<file path="src/rtl/aes_mix_columns_seq_if.sv">
// Valid/ready bus between the shift-rows stage, the MixColumns engine and AddRoundKey.
interface aes_mix_columns_seq_if #(
    parameter int unsigned DATA_W = 128
);
    logic              valid_in;
    logic              ready_in;
    logic              inv_in;
    logic [DATA_W-1:0] data_in;
    logic              valid_out;
    logic              ready_out;
    logic [DATA_W-1:0] data_out;

    modport master (
        output valid_in, inv_in, data_in, ready_out,
        input  ready_in, valid_out, data_out
    );

    modport slave (
        input  valid_in, inv_in, data_in, ready_out,
        output ready_in, valid_out, data_out
    );
endinterface

</file>
<file path="src/rtl/aes_mix_columns_seq.sv">
// Column-serial forward/inverse AES MixColumns with valid/ready on both sides.
// COLS_PER_CYCLE columns (1, 2 or 4) are transformed per BUSY cycle.
module aes_mix_columns_seq #(
    parameter int unsigned COLS_PER_CYCLE = 1,
    parameter int unsigned DATA_W         = 128
) (
    input logic                  clk,
    input logic                  reset,
    aes_mix_columns_seq_if.slave bus
);

    localparam logic [1:0] IDLE = 2'd0;
    localparam logic [1:0] BUSY = 2'd1;
    localparam logic [1:0] DONE = 2'd2;

    localparam int unsigned NCOL     = 4;
    localparam logic [1:0]  COL_STEP = 2'(COLS_PER_CYCLE);
    localparam logic [1:0]  LAST_COL = 2'(NCOL - COLS_PER_CYCLE);

    if (!(COLS_PER_CYCLE == 1 || COLS_PER_CYCLE == 2 || COLS_PER_CYCLE == 4)) begin : g_bad_cpc
        $error("aes_mix_columns_seq: COLS_PER_CYCLE must be 1, 2 or 4");
    end
    if (DATA_W != 128) begin : g_bad_width
        $error("aes_mix_columns_seq: DATA_W must be 128");
    end

    function automatic logic [7:0] xtime(input logic [7:0] b);
        return {b[6:0], 1'b0} ^ (b[7] ? 8'h1b : 8'h00);
    endfunction

    // One column; packed index 3 holds row 0 so the column word reads MSB-first.
    function automatic logic [31:0] mix_col(input logic [3:0][7:0] col, input logic inv);
        logic [3:0][7:0] b, x2, x4, x8, res;
        logic [1:0]      j0, j1, j2, j3;
        for (int i = 0; i < 4; i++) begin
            b[2'(i)]  = col[2'(3 - i)];
            x2[2'(i)] = xtime(b[2'(i)]);
            x4[2'(i)] = xtime(x2[2'(i)]);
            x8[2'(i)] = xtime(x4[2'(i)]);
        end
        for (int r = 0; r < 4; r++) begin
            j0 = 2'(r);
            j1 = j0 + 2'd1;
            j2 = j0 + 2'd2;
            j3 = j0 + 2'd3;
            if (inv) begin
                res[2'(3 - r)] = (x8[j0] ^ x4[j0] ^ x2[j0])
                               ^ (x8[j1] ^ x2[j1] ^ b[j1])
                               ^ (x8[j2] ^ x4[j2] ^ b[j2])
                               ^ (x8[j3] ^ b[j3]);
            end else begin
                res[2'(3 - r)] = x2[j0] ^ (x2[j1] ^ b[j1]) ^ b[j2] ^ b[j3];
            end
        end
        return res;
    endfunction

    logic [1:0]        state_q, state_d;
    logic [1:0]        col_idx_q, col_idx_d;
    logic [3:0][31:0]  in_q, in_d;
    logic              inv_q, inv_d;
    logic [3:0][31:0]  res_q, res_d;
    logic              valid_q, valid_d;
    logic [1:0]        slot;
    logic              ready;
    logic              accept;

    // ready_in never looks at valid_in, so upstream can wait on it safely.
    assign ready  = reset && ((state_q == IDLE) || ((state_q == DONE) && bus.ready_out));
    assign accept = bus.valid_in && ready;

    assign bus.ready_in  = ready;
    assign bus.valid_out = valid_q;
    assign bus.data_out  = res_q;

    always_ff @(posedge clk) begin
        if (!reset) begin
            state_q   <= IDLE;
            col_idx_q <= 2'd0;
            in_q      <= '0;
            inv_q     <= 1'b0;
            res_q     <= '0;
            valid_q   <= 1'b0;
        end else begin
            state_q   <= state_d;
            col_idx_q <= col_idx_d;
            in_q      <= in_d;
            inv_q     <= inv_d;
            res_q     <= res_d;
            valid_q   <= valid_d;
        end
    end

    always_comb begin
        state_d   = state_q;
        col_idx_d = col_idx_q;
        in_d      = in_q;
        inv_d     = inv_q;
        res_d     = res_q;
        valid_d   = valid_q;
        slot      = 2'd0;

        case (state_q)
            IDLE: begin
                if (accept) begin
                    in_d      = bus.data_in;
                    inv_d     = bus.inv_in;
                    col_idx_d = 2'd0;
                    state_d   = BUSY;
                end
            end
            BUSY: begin
                for (int unsigned k = 0; k < COLS_PER_CYCLE; k++) begin
                    slot        = 2'(NCOL - 1) - col_idx_q - 2'(k);
                    res_d[slot] = mix_col(in_q[slot], inv_q);
                end
                col_idx_d = col_idx_q + COL_STEP;
                if (col_idx_q == LAST_COL) begin
                    state_d = DONE;
                    valid_d = 1'b1;
                end
            end
            DONE: begin
                if (bus.ready_out) begin
                    valid_d = 1'b0;
                    if (bus.valid_in) begin
                        in_d      = bus.data_in;
                        inv_d     = bus.inv_in;
                        col_idx_d = 2'd0;
                        state_d   = BUSY;
                    end else begin
                        state_d = IDLE;
                    end
                end
            end
            default: begin
                state_d = IDLE;
                valid_d = 1'b0;
            end
        endcase
    end

endmodule
</file>
<file path="src/flat_wrapper.sv">
// flat-port wrapper written by rule: the top's interface ports become plain ports
module aes_mix_columns_seq_flat 
#(
    parameter int unsigned COLS_PER_CYCLE = 1,
    parameter int unsigned DATA_W         = 128
)
  (clk, reset, bus_valid_in, bus_inv_in, bus_data_in, bus_ready_out, bus_ready_in, bus_valid_out, bus_data_out);
  aes_mix_columns_seq_if #(.DATA_W(DATA_W)) bus_i ();
  input logic clk;
  input logic reset;
  input wire logic [$bits(bus_i.valid_in)-1:0] bus_valid_in;
  input wire logic [$bits(bus_i.inv_in)-1:0] bus_inv_in;
  input wire logic [$bits(bus_i.data_in)-1:0] bus_data_in;
  input wire logic [$bits(bus_i.ready_out)-1:0] bus_ready_out;
  output wire logic [$bits(bus_i.ready_in)-1:0] bus_ready_in;
  output wire logic [$bits(bus_i.valid_out)-1:0] bus_valid_out;
  output wire logic [$bits(bus_i.data_out)-1:0] bus_data_out;
  assign bus_i.valid_in = bus_valid_in;
  assign bus_i.inv_in = bus_inv_in;
  assign bus_i.data_in = bus_data_in;
  assign bus_i.ready_out = bus_ready_out;
  assign bus_ready_in = bus_i.ready_in;
  assign bus_valid_out = bus_i.valid_out;
  assign bus_data_out = bus_i.data_out;
  aes_mix_columns_seq #(.COLS_PER_CYCLE(COLS_PER_CYCLE), .DATA_W(DATA_W)) u_core (.clk(clk), .reset(reset), .bus(bus_i));
endmodule
</file>
<file path="config.mk">
export PLATFORM = sky130hd
export DESIGN_NAME = aes_mix_columns_seq_flat
export DESIGN_NICKNAME = d
export VERILOG_FILES = /design/src/rtl/aes_mix_columns_seq_if.sv /design/src/rtl/aes_mix_columns_seq.sv /design/src/flat_wrapper.sv
export SDC_FILE = /design/constraint.sdc
export NUM_CORES = 1
export LEC_CHECK = 0
export BUFFER_PORTS_ARGS = -buffer_cell sky130_fd_sc_hd__buf_2
export CORE_AREA = 2 2 101 103
export CTS_BUF_LIST = sky130_fd_sc_hd__clkbuf_4
export CTS_CLUSTER_DIAMETER = 200
export DETAILED_ROUTE_END_ITERATION = 16
export DIE_AREA = 0 0 103 105
export SYNTH_ARGS = -nofsm -noshare
export SYNTH_HDL_FRONTEND = slang
export SYNTH_SLANG_ARGS = --single-unit
export TNS_END_PERCENT = 5
</file>
<file path="constraint.sdc">
create_clock -name clk -period 2.05 [get_ports clk]
set_clock_uncertainty 0.1 [all_clocks]
set_input_delay 0.205 -clock clk [delete_from_list [all_inputs] [get_ports clk]]
set_output_delay 0.205 -clock clk [all_outputs]
set_load 0.01 [all_outputs]
</file>
==> reports/qor.yml, run 1 <==
routing:
  route.detailed.drc: 0
  postRouteAntennaNets: 0
  via_per_inst: 1.92
  first_pass_iters: 2
  drt_iter0_drc: 2
  wl_per_cell_um: 3.80
  finalWirelength_um: 1130
  vias: 567
finish:
  fillers: 1108
  num_antenna_cells: 0
  final_layout_size_suffix_gt1_share_pct: 6.75
  nets: 298
  syn2layout_area_growth_pct: -21.7
synthesis:
  synth.distinct_cells: 18
  syn-cell-area_mm2: 0.00121
  synth_area_leader_cell: "buf_4"
  synth_top_area_share_pct: 79.3
  synth_seq_cells: 5
  syn_inst: 155
  ys_top_cells_by_area: "buf_4 79%, dfxtp_1 8.3%, nor3b_1 1.9%, nand2_1 1.2%, nor2b_4 1.1%"
  yosys_warnings: 0
  seq_area_frac_synth_pct: 8.26
  syn-mean-instance-area_um2: 7.81
grt:
  antenna_found_initial: 0
  grt_use_total_pct: 1.54
  grt_pass1_wl_um: 1170
  grt-ovfl-total: 0
  grt_pass1_vias: 236
  grt_max_degree: 9
critical_path:
  critical_path.max_stage_delay_ns: 0.42
  timing.critical_path.slowest_stage_cell: "dfxtp_1"
  crit_path_end: "bus_ready_in"
  crit_start: "u_core.state_q[1]"
  r2r_cells: 3
  startpoint_type: "flop"
  cp.arrival_ns: 1.09
  worst-setup-path-type: "reg -> out"
  critPathCaptureType: "output port"
  worstPathRequired_ns: 1.75
  r2r_end: "u_core.col_idx_q[1]"
  r2r-start: "u_core.col_idx_q[0]"
  regToRegSetupSlack_ns: 0.98
  crit_chain: "nor2b_4 > nor3b_1 > buf_2"
  worst-path-max-fanout: 6
clock_network:
  cts_sinks: 5
  root_buffer: "clkbuf_4"
  clk_path_buf_depth: 2
  cts.hold.buffers_added: 0
  cts_resized: 0
  clkSlewWorstSetupHoldPaths_ns: 0.04
  post_cts_buffers: 0
  cts_tree: "yes"
  htree_levels: 1
  insertion_delay_ns: 0.25
  cts_buffers: 3
placement:
  portBuffers: 5
  gpl.final_weighted_congestion: 0.575
  place_hpwl_um: 1010
sta:
  fin_setup_tns_ns: 0
  setup_viol: 0
  drv_slew: 0
  fin_crit_sh_pct: 67.9
  min_period_ns: 1.39
  grt_setup_unrepaired: "no"
  timing.fmax_mhz: 718
  whs_ns: 0.142
  final_hold_viol_count: 0
run_status:
  status: "complete, no violations"
pwr:
  p_per_area_mw_per_mm2: 387
  cellLeakagePower_nw: 0.543
  peakVddDrop_v: 0.000362
run:
  cap_violations: 0
floorplanning:
  fp.dieW_um: 103
  fp-row-count: 36
  core-area_mm2: 0.00964
  dieArea_mm2: 0.0108
  initial_utilization_pct: 12.6
  die_h_um: 105
  ios: 263
min_path:
  hold_class: "in -> reg"
  min-delay-start: "reset"
worst max-delay path, delay by kind of cell, from the launching register on:
family                 cells  cell delay (ns)
buffers and inverters      1             0.14
flip-flops                 1             0.42
AND/OR/NAND/NOR            2             0.28
cells in the final DEF (no fill, tap or decap), drive strengths merged:
master / n
o21a: 1
buf: 5
o21ai: 1
nand3b: 1
o22ai: 2
mux2i: 1
xor2: 1
nand2b: 1
a21boi: 2
nor2b: 1
clkbuf: 4
nor2: 2
nand2: 4
ha: 1
nor3b: 3
conb: 128
dfxtp: 5
layer usage:
layer	wire (µm)	vias up	share of wire (%)	track usage (%)
met5	0	-	0	0
met4	23	0	2.0	1.13
met3	373	5	33	1.20
met2	442	110	39	2.41
met1	287	215	25	1.29
li1	-	237	-	-
Yosys cell counts:
library cell  number
o21ai_0            1
dfxtp_1            5
nand3b_1           1
a21boi_0           1
o22ai_1            2
xor2_1             1
nor2_2             1
conb_1             1
mux2i_1            1
nand2_1            4
nand2b_1           1
a21boi_1           1
nor2b_4            1
nor2_1             1
nor3b_1            3
ha_1               1
o21a_1             1
buf_4            128
registers in the layout, summed over array words and instances (netlist names):
name,count
u_core.bus.valid_out,1
u_core.col_idx_q,2
u_core.state_q,2
cell type report:
type / count / area, µm² / area share, %
clock buffer: 4 / 30.0 / 3.17
tap: 133 / 166 / 17.5
sequential: 5 / 100 / 10.6
multi-input combinational: 149 / 627 / 66.1
timing repair buffer: 5 / 25.0 / 2.64
how the worst min path moves through the flow:
| stage | endpoint | slack, ns | cells after the start |
|---|---|---|---|
| finish | u_core.state_q[0] | 0.14 | 2 |
| global placement | u_core.bus.valid_out | 0.37 | 2 |
| global route | u_core.state_q[0] | 0.13 | 2 |
| floorplan | u_core.state_q[0] | 0.22 | 1 |
| CTS | u_core.state_q[0] | 0.13 | 2 |
| detailed placement | u_core.bus.valid_out | 0.38 | 2 |
stage by stage:
step / util (%) / setup slack [ns] / power (mW) / instance area [µm²] / cells
6_report: 9.84 / 0.658 / 0.367 / 948 / 296
5_1_grt: 9.84 / 0.571 / 0.413 / 948 / 296
4_1_cts: 9.84 / 0.642 / 0.368 / 948 / 296
3_5_place_dp: 9.53 / 0.912 / 0.231 / 918 / 292
3_3_place_gp: 9.53 / 0.912 / 0.231 / 918 / 292
2_1_floorplan: - / 0.950 / 0.404 / 1690 / 282
cells by family (layout without fill, tap and decap cells):
| logic type | count (synthesis) | after routing | synth area share, % |
|---|---|---|---|
| xor+xnor | 1 | 1 | 0.723 |
| other cells | 1 | 128 | 0.310 |
| buf+inv | 128 | 9 | 79.3 |
| fa+ha+maj | 1 | 1 | 1.03 |
| mux | 1 | 1 | 0.826 |
| simple gates | 12 | 12 | 6.20 |
| flops | 5 | 5 | 8.26 |
| compound gates | 6 | 6 | 3.31 |
report_power, final:
part           internal, mW  switching (mW)  leakage (nW)  total (mW)
clock network        0.0870          0.0444        0.0184       0.131
registers             0.102         0.00487        0.0408       0.106
logic                0.0118           0.117         0.484       0.129
No activity file was read; power rests on OpenSTA's default activity.
==> run 2, diff against run 1 <==
--- a/config.mk
+++ b/config.mk
@@ -6,11 +6,11 @@
 export NUM_CORES = 1
 export LEC_CHECK = 0
 export BUFFER_PORTS_ARGS = -buffer_cell sky130_fd_sc_hd__buf_2
-export CORE_AREA = 2 2 101 103
+export CORE_AREA = 2 2 103 105
 export CTS_BUF_LIST = sky130_fd_sc_hd__clkbuf_4
 export CTS_CLUSTER_DIAMETER = 200
 export DETAILED_ROUTE_END_ITERATION = 16
-export DIE_AREA = 0 0 103 105
+export DIE_AREA = 0 0 105 107
 export SYNTH_ARGS = -nofsm -noshare
 export SYNTH_HDL_FRONTEND = slang
 export SYNTH_SLANG_ARGS = --single-unit
==> constraint.sdc (replaced) <==
create_clock -name clk -period 1.2 [get_ports clk]
set_clock_uncertainty 0.1 [all_clocks]
set_input_delay 0.12 -clock clk [delete_from_list [all_inputs] [get_ports clk]]
set_output_delay 0.12 -clock clk [all_outputs]
set_load 0.01 [all_outputs]
==> run 2 against run 1 <==
Hold slack worse by 0.078 ns. Utilization shrank 0.27 points. Global-route usage shrank 0.27 points. Largest cell class unchanged. Critical path depth is the same. Critical endpoint unchanged. First-iteration DRC count fell by 100%. Sequential cell count stayed put. Non-clock buffer count up 1. Register-to-register slack got worse by 0.80 ns.
==> reports/qor.yml, run 2 (synthesized netlist as in run 1, its figures left out) <==
run_status:
  status: "complete, no violations"  # unchanged
pwr:
  p_per_area_mw_per_mm2: 643  # was 387 mW/mm²
  peakVddDrop_v: 0.000568  # was 0.000362 V
  cellLeakagePower_nw: 0.552  # was 0.543 nW
critical_path:
  cp_top_family: "flip-flops"  # unchanged
  crit_chain: "nor2b_4 > nor3b_2 > buf_2"  # was nor2b_4 > nor3b_1 > buf_2
  worst-setup-path-type: "reg -> out"  # unchanged
  r2r-start: "u_core.col_idx_q[0]"  # unchanged
  crit_start: "u_core.state_q[1]"  # unchanged
  timing.critical_path.slowest_stage_cell: "dfxtp_2"  # was dfxtp_1
  crit_path_end: "bus_ready_in"  # unchanged
  cp.arrival_ns: 0.96  # was 1.09 ns
  r2r_end: "u_core.col_idx_q[1]"  # unchanged
  path_buf_inv: 1  # unchanged
  critical_path.max_stage_delay_ns: 0.31  # was 0.42 ns
  r2r_cells: 3  # unchanged
  startpoint_type: "flop"  # unchanged
  critPathCaptureType: "output port"  # unchanged
  worst-path-max-fanout: 4  # was 6
  cp.depth: 3  # unchanged
  worstPathRequired_ns: 0.98  # was 1.75 ns
  regToRegSetupSlack_ns: 0.18  # was 0.98 ns
grt:
  grt-ovfl-total: 0  # unchanged
  grt_use_total_pct: 1.27  # was 1.54%
  grt_pass1_vias: 267  # was 236
  grt_pass1_wl_um: 1110  # was 1170 µm
  grt_max_degree: 9  # unchanged
  antenna_found_initial: 0  # unchanged
clock_network:
  htree_levels: 1  # unchanged
  clkSlewWorstSetupHoldPaths_ns: 0.04  # about the same
  cts.hold.buffers_added: 0  # unchanged
  cts_buffers: 3  # unchanged
  cts_sinks: 5  # unchanged
  root_buffer: "clkbuf_4"  # unchanged
  cts_resized: 1  # was 0
  post_cts_buffers: 0  # unchanged
  cts_tree: "yes"  # unchanged
  insertion_delay_ns: 0.24  # was 0.25 ns
  clk_path_buf_depth: 2  # unchanged
finish:
  mostFrequentLayoutCells: "128 x conb_1, 5 x buf_2, 4 x nand2_1, 4 x clkbuf_4, 4 x dfxtp_1"  # was 128 x conb_1, 5 x buf_2, 5 x dfxtp_1, 4 x nand2_1, 4 x clkbuf_4
  final_cell_area_um2: 966  # was 948 µm²
  final_common_cell: "conb_1"  # unchanged
  nets: 299  # was 298
  final_core_util_pct: 9.57  # was 9.84%
  regArea_um2: 101  # was 100 µm²
  final_layout_size_suffix_gt1_share_pct: 8.54  # was 6.75%
  syn2layout_area_growth_pct: -20.2  # was -21.7%
  num_antenna_cells: 0  # unchanged
  fin_cells: 300  # was 296
  multi_input_area_um2: 632  # was 627 µm²
  fillers: 1190  # was 1108
sta:
  setup_slack_ns: 0.0245  # was 0.658 ns
  min_period_ns: 1.18
  setup_viol: 0  # unchanged
  whs_ns: 0.0638  # was 0.142 ns
  drv_slew: 0  # unchanged
  final_hold_viol_count: 0  # unchanged
  grt_setup_unrepaired: "yes"  # was no
  fin_crit_sh_pct: 98.0
  timing.fmax_mhz: 851
placement:
  placedInstanceArea_um2: 930  # was 918 µm²
  place_ws_ns: 0.173  # was 0.912 ns
  place_inst: 296  # was 292
  portBuffers: 5  # unchanged
  place_hpwl_um: 908  # was 1010 µm
  gpl.final_weighted_congestion: 0.552  # was 0.575
run:
  cap_violations: 0  # unchanged
floorplanning:
  fp.dieW_um: 105  # was 103 µm
  core-area_mm2: 0.0101  # was 0.00964 mm²
  dieArea_mm2: 0.0112  # was 0.0108 mm²
  fp-row-count: 37  # was 36
  ios: 263  # unchanged
  die_h_um: 107  # was 105 µm
  initial_utilization_pct: 12.0  # was 12.6%
routing:
  route.detailed.drc: 0  # unchanged
  first_pass_iters: 1  # was 2
  drt_iter0_drc: 0  # was 2
  finalWirelength_um: 1020  # was 1130 µm
  vias: 573  # was 567
  postRouteAntennaNets: 0  # unchanged
  wl_per_cell_um: 3.39  # was 3.80 µm
  via_per_inst: 1.91  # was 1.92
min_path:
  hold_class: "in -> reg"  # unchanged
run 2: how the worst min path moves through the flow:
| stage | slack [ns] | start | endpoint | cells after the start |
|---|---|---|---|---|
| floorplan | 0.14 | reset | u_core.state_q[0] | 1 |
| global placement | 0.32 | reset | u_core.state_q[0] | 2 |
| detailed placement | 0.32 | reset | u_core.state_q[0] | 2 |
| CTS | 0.06 | reset | u_core.state_q[0] | 2 |
| global route | 0.06 | reset | u_core.state_q[0] | 2 |
| finish | 0.06 | reset | u_core.state_q[0] | 2 |
run 2: worst reg2reg max path, cell delays in order (launching register included):
cell and delay [ns]:
dfxtp_1 0.32, ha_1 0.29, mux2i_1 0.12, o22ai_1 0.07
run 2: metal layers:
| metal | vias up | share of wire [%] | track usage (%) |
|---|---|---|---|
| li1 | 239 | - | - |
| met1 | 224 | 24 | 1.06 |
| met2 | 110 | 40 | 2.23 |
| met3 | 0 | 36 | 0.973 |
| met4 | 0 | 0 | 0.571 |
| met5 | - | 0 | 0 |
run 2: cell type report:
type                       instances  area share [%]
sequential                         5            10.5
timing repair buffer               6            3.37
clock buffer                       4            3.11
multi-input combinational        149            65.4
tap                              136            17.6
run 2: where the power goes:
group          switching, mW  total (mW)  internal [mW]
Sequential           0.00879       0.182          0.173
Combinational          0.199       0.220         0.0209
Clock                 0.0706       0.219          0.148
Total                  0.279       0.621          0.343
run 2: per-stage QoR:
| stage | total power [mW] | setup TNS (ns) |
|---|---|---|
| final | 0.621 | 0 |
| after global routing | 0.673 | -0.0452 |
| after CTS | 0.624 | 0 |
| after detailed placement | 0.396 | 0 |
| after global placement | 0.394 | 0 |
| after floorplan | 0.690 | 0 |
